### src/rtl/matrix_row_ram.sv
// rtl/matrix_row_ram.sv - row-wide matrix RAM with lane masks, write-first forwarding and init/clear sequencer
module matrix_row_ram #(
  parameter int DATA_LEN     = 32,
  parameter int N            = 8,
  parameter int DEPTH        = 16,
  parameter int ADDRESS_SIZE = 4,
  parameter int INIT_RAMP    = 1
) (
  input  logic                       i_clk,
  input  logic                       i_rst_n,
  input  logic [DATA_LEN*N-1:0]      i_write_data,
  input  logic [ADDRESS_SIZE-1:0]    i_write_address,
  input  logic                       i_wr_en,
  input  logic [N-1:0]               i_wr_lane_mask,
  input  logic [ADDRESS_SIZE-1:0]    i_read_address,
  input  logic                       i_rd_en,
  input  logic                       i_clear,
  output logic [DATA_LEN*N-1:0]      o_read_data,
  output logic                       o_read_valid,
  output logic                       o_busy
);

  localparam int ROW_W = DATA_LEN * N;
  localparam logic [ADDRESS_SIZE-1:0] LAST_ROW = ADDRESS_SIZE'(DEPTH - 1);

  typedef enum logic [1:0] {INIT, IDLE, CLEAR} state_t;

  state_t                  state;
  logic [ADDRESS_SIZE-1:0] ptr;

  logic [ROW_W-1:0] mem [0:DEPTH-1];

  logic                    wr_in_range;
  logic                    rd_in_range;
  logic                    host_wr;
  logic                    host_rd;
  logic                    mem_we;
  logic [ADDRESS_SIZE-1:0] mem_addr;
  logic [ROW_W-1:0]        mem_data;
  logic [N-1:0]            mem_mask;
  logic [ROW_W-1:0]        fill_row;
  logic [ROW_W-1:0]        rd_row;

  always_comb begin
    wr_in_range = (32'(i_write_address) < 32'(DEPTH));
    rd_in_range = (32'(i_read_address) < 32'(DEPTH));
    host_wr     = (state == IDLE) && i_wr_en && wr_in_range;
    host_rd     = (state == IDLE) && i_rd_en;
  end

  // Fill pattern is only the ramp during INIT; CLEAR always writes zero.
  always_comb begin
    fill_row = '0;
    for (int k = 0; k < N; k++) begin
      if (INIT_RAMP != 0 && state == INIT)
        fill_row[k*DATA_LEN +: DATA_LEN] = DATA_LEN'(int'(ptr) * N + k);
    end
  end

  always_comb begin
    mem_we   = 1'b0;
    mem_addr = '0;
    mem_data = '0;
    mem_mask = '0;
    if (state != IDLE) begin
      mem_we   = 1'b1;
      mem_addr = ptr;
      mem_data = fill_row;
      mem_mask = '1;
    end else if (host_wr) begin
      mem_we   = 1'b1;
      mem_addr = i_write_address;
      mem_data = i_write_data;
      mem_mask = i_wr_lane_mask;
    end
  end

  // Write-first: lanes being written this cycle to the read row take the new data.
  always_comb begin
    rd_row = '0;
    if (rd_in_range) begin
      rd_row = mem[i_read_address];
      for (int k = 0; k < N; k++) begin
        if (host_wr && i_write_address == i_read_address && i_wr_lane_mask[k])
          rd_row[k*DATA_LEN +: DATA_LEN] = i_write_data[k*DATA_LEN +: DATA_LEN];
      end
    end
  end

  always_ff @(posedge i_clk) begin
    if (mem_we) begin
      for (int k = 0; k < N; k++) begin
        if (mem_mask[k])
          mem[mem_addr][k*DATA_LEN +: DATA_LEN] <= mem_data[k*DATA_LEN +: DATA_LEN];
      end
    end
  end

  always_ff @(posedge i_clk or negedge i_rst_n) begin
    if (!i_rst_n) begin
      state        <= INIT;
      ptr          <= '0;
      o_busy       <= 1'b1;
      o_read_data  <= '0;
      o_read_valid <= 1'b0;
    end else begin
      o_read_valid <= host_rd;
      if (host_rd)
        o_read_data <= rd_row;
      case (state)
        INIT, CLEAR: begin
          if (ptr == LAST_ROW) begin
            state  <= IDLE;
            ptr    <= '0;
            o_busy <= 1'b0;
          end else begin
            ptr <= ptr + 1'b1;
          end
        end
        IDLE: begin
          if (i_clear) begin
            state  <= CLEAR;
            ptr    <= '0;
            o_busy <= 1'b1;
          end
        end
        default: begin
          state  <= INIT;
          ptr    <= '0;
          o_busy <= 1'b1;
        end
      endcase
    end
  end

endmodule

### config.mk
export PLATFORM = sky130hd
export DESIGN_NAME = matrix_row_ram
export DESIGN_NICKNAME = d
export VERILOG_FILES = /design/src/rtl/matrix_row_ram.sv
export SDC_FILE = /design/constraint.sdc
export NUM_CORES = 2
export LEC_CHECK = 0
export BUFFER_PORTS_ARGS = -buffer_cell sky130_fd_sc_hd__clkbuf_2
export CAP_MARGIN = 20
export CORE_MARGIN = 2
export CORE_UTILIZATION = 45
export DETAILED_ROUTE_END_ITERATION = 8
export PLACE_DENSITY = 0.71
export SKIP_LAST_GASP = 1
export SLEW_MARGIN = 20
export SYNTH_ARGS = -nofsm -noshare
export SYNTH_HDL_FRONTEND = slang
export SYNTH_SLANG_ARGS = --single-unit
### constraint.sdc
create_clock -name i_clk -period 9.54 [get_ports i_clk]
set_input_delay 0.954 -clock i_clk [delete_from_list [all_inputs] [get_ports i_clk]]
set_output_delay 0.954 -clock i_clk [all_outputs]
set_load 0.05 [all_outputs]
==> results.json <==
{
  "final_layout_size_suffix_gt1_frac": 0.2820,
  "slowest_stage": "and4_2",
  "syn_avg_cell_area_sq_um": 20.45,
  "synthTopCellsByArea": "edfxtp_1, mux4_2, dfrtp_1",
  "max_stage_delay_ns": 0.79,
  "grt_usage": 0.2321,
  "cp_cell_sequence": "nand2b_2 > a21oi_2 > xor2_1 > and4_2 > nand2b_2 > o221ai_1",
  "fin_tns_setup_ns": 0,
  "area_growth_pct": 14.87,
  "cts.sinks": 4360,
  "rsz0062_at_grt": "no",
  "holdPathStages": 3,
  "cts_setup_buffers": 0,
  "critPathArrivalTime_ns": 4.84,
  "powerDensity_nw_per_um2": 283.2,
  "dieWidth_microns": 612.7,
  "fin_util": 0.5193,
  "antenna_found_initial": 27,
  "synth_cell_types": 36,
  "fin_cells": 14190,
  "crit_family": "simple AND/OR/NAND/NOR gates",
  "worst_pin_slew_ns": 1.213,
  "wl_met3_mm": 44.82,
  "drc_errors": 0,
  "grt_pass1_vias": 87410,
  "drt_iter0_markers": 10380,
  "drt-met1-wl_mm": 163.8,
  "leakagePower_uw": 0.06494,
  "drt_wl_total_mm": 440.8,
  "crit_cells": 6,
  "nNetsFinal": 9131,
  "synth_seq_area_share": 0.7773,
  "crit_required_ns": 10.39,
  "synthTopCellsByCount": "edfxtp_1, mux4_2, nand2_1",
  "gp_congestion": 0.7805,
  "dr.pass1.iters": 5,
  "cts.htree.levels": 5,
  "routed.top_layer": "met5",
  "crit_type": "reg2reg",
  "wl_met2_mm": 214.1,
  "maxCapViolCount": 0,
  "grt_pass1_wl_mm": 626.6,
  "cp-end-kind": "flip-flop",
  "hold-worst-slack_ns": 0.2561,
  "synth_ff_type": "edfxtp_1",
  "reg2regPathDepth": 6,
  "slew_headroom": 0.1913,
  "synth-edff-count": 4096,
  "die_h_microns": 612.7,
  "yosys.area.top_type_share": 0.7376,
  "ios": 535,
  "crit_path_start_kind": "flip-flop",
  "post_drt_wl_per_cell_microns": 31.07,
  "fin_ws_ns": 5.545,
  "vias": 86520,
  "cts_buffer_depth": 4,
  "min_path_type": "in2reg",
  "cts_buffers": 427,
  "fin_crit_ns": 3.995,
  "insertion_delay_ns": 1.00,
  "rows": 223,
  "status": "completed",
  "syn-cell-area_sq_um": 166700,
  "path_buf_inv": 0,
  "post-place-ws_ns": 4.750,
  "cts_tree": "built",
  "crit_top_cell": "nand2b_2",
  "fin_skew_ns": 0.04866,
  "port_buffers": 534,
  "dp.cells": 13370,
  "yosysMostFrequentCell": "edfxtp_1",
  "postRouteAntennaNets": 0,
  "slew_violations": 0,
  "critPathMaxFanout": 32,
  "syn-num-nets": 8431,
  "cts_root_buffer": "clkbuf_16",
  "viasPerCell": 6.098,
  "die-area_sq_um": 375400,
  "core_area_sq_um": 368900,
  "finalSetupViolCount": 0,
  "clk_pin_slew_ns": 0.06,
  "post-route-period-util": 0.4188,
  "fmax_mhz": 250.3,
  "grt_max_degree": 139,
  "ys_ff_latch": 4360,
  "dpl.hpwl_mm": 226.3,
  "overflow": 0,
  "yosys_warnings": 0,
  "synthesis.instances": 8153,
  "start_util": 0.4520,
  "yosysTopAreaCell": "edfxtp_1",
  "timing.final.hold_violations": 0,
  "max-vdd-ir-drop_mv": 0.2759,
  "async_flop_share": 0.06055
}
-- final timing paths --
check | end | startpoint | slack, ns
min in group asynchronous | o_read_data[106] | i_rst_n | 0.49
max in group asynchronous | o_read_data[7] | i_rst_n | 7.16
min reg2reg | o_read_data[220] | o_read_data[220] | 0.49
max | o_read_data[210] | state[0] | 5.54
min | o_read_data[95] | i_write_data[95] | 0.26
max reg2reg | o_read_data[210] | state[0] | 5.54
-- where the power goes --
part	internal [uW]	switching, uW	total (uW)
Sequential	25500	1140	26600
Clock	10100	7290	17400
Combinational	2510	7730	10200
Total	38100	16200	54200
-- worst register-to-register path, delay by kind of cell, from the launching register on --
family,cells,cell delay [ns]
and+or+nand+nor,3,2.00
AOI/OAI and AO/OA,2,0.94
DFF,1,0.64
xor gates and xnor gates,1,0.31
-- metal layers --
layer | GRT usage | vias to the layer above
met2 | 0.3768 | 4946
met5 | 0 | -
met3 | 0.04724 | 798
li1 | - | 34820
met1 | 0.3100 | 45950
met4 | 0.09064 | 6
-- kinds of logic (layout without fill, tap and decap cells) --
group | count (synthesis) | in the layout | synth area share
DFF | 4360 | 4360 | 0.7773
and+or+nand+nor | 1423 | 1423 | 0.03840
muxes | 1025 | 1025 | 0.1384
buffers and inverters | 752 | 1823 | 0.01805
AOI/OAI and AO/OA | 587 | 587 | 0.02756
xor gates and xnor gates | 5 | 5 | 0.0002626
adders and majority gates | 1 | 1 | 0.00007503
other | 0 | 14 | 0
-- repair_timing --
item | in CTS | in global routing
setup endpoints to repair | 0 | 0
gates resized for setup | 0 | 0
endpoints found under the hold margin | 23 | 0
hold buffers | 1 | 0
-- final cells by class --
cell class                 count  area, sq um
fill                       28360       177300
sequential                  4360       129600
multi-input combinational   3041        35310
clock buffer                 563        11600
tap                         4950         6193
timing repair buffer         764         4802
clock inverter               237         3027
inverter                     259        972.2
antenna                       14        35.03
-- metrics by stage --
step,cell area (sq um),power [uW]
CTS,191400,54480
floorplan,166700,32570
global placement,176700,36720
detailed placement,176800,37190
global route,191500,55900
finish,191500,54240
-- cells in the final DEF (no fill, tap or decap), types with 8 or more instances in the layout --
cell type and n:
mux4_2 1024, a21oi_4 8, clkinv_16 14, o221ai_1 256, and3_1 256, clkbuf_2 529, buf_4 203, o21ai_4 8
a22oi_1 256, inv_1 258, edfxtp_1 4096, clkinvlp_4 12, clkbuf_1 98, bufinv_16 54, a21oi_1 45, dfrtp_1 263
diode_2 14, clkbuf_8 36, nand3_1 257, nand2_1 744, buf_12 20, clkinv_1 59, clkbuf_16 429, nor2_4 130
clkinv_2 72
-- flip-flops by register name, indices dropped and copies added, names as in the netlist --
name and cells:
ptr 4, o_read_valid 1, mem 4096, o_busy 1, o_read_data 256, state 2
No activity file was read; power rests on OpenSTA's default activity.
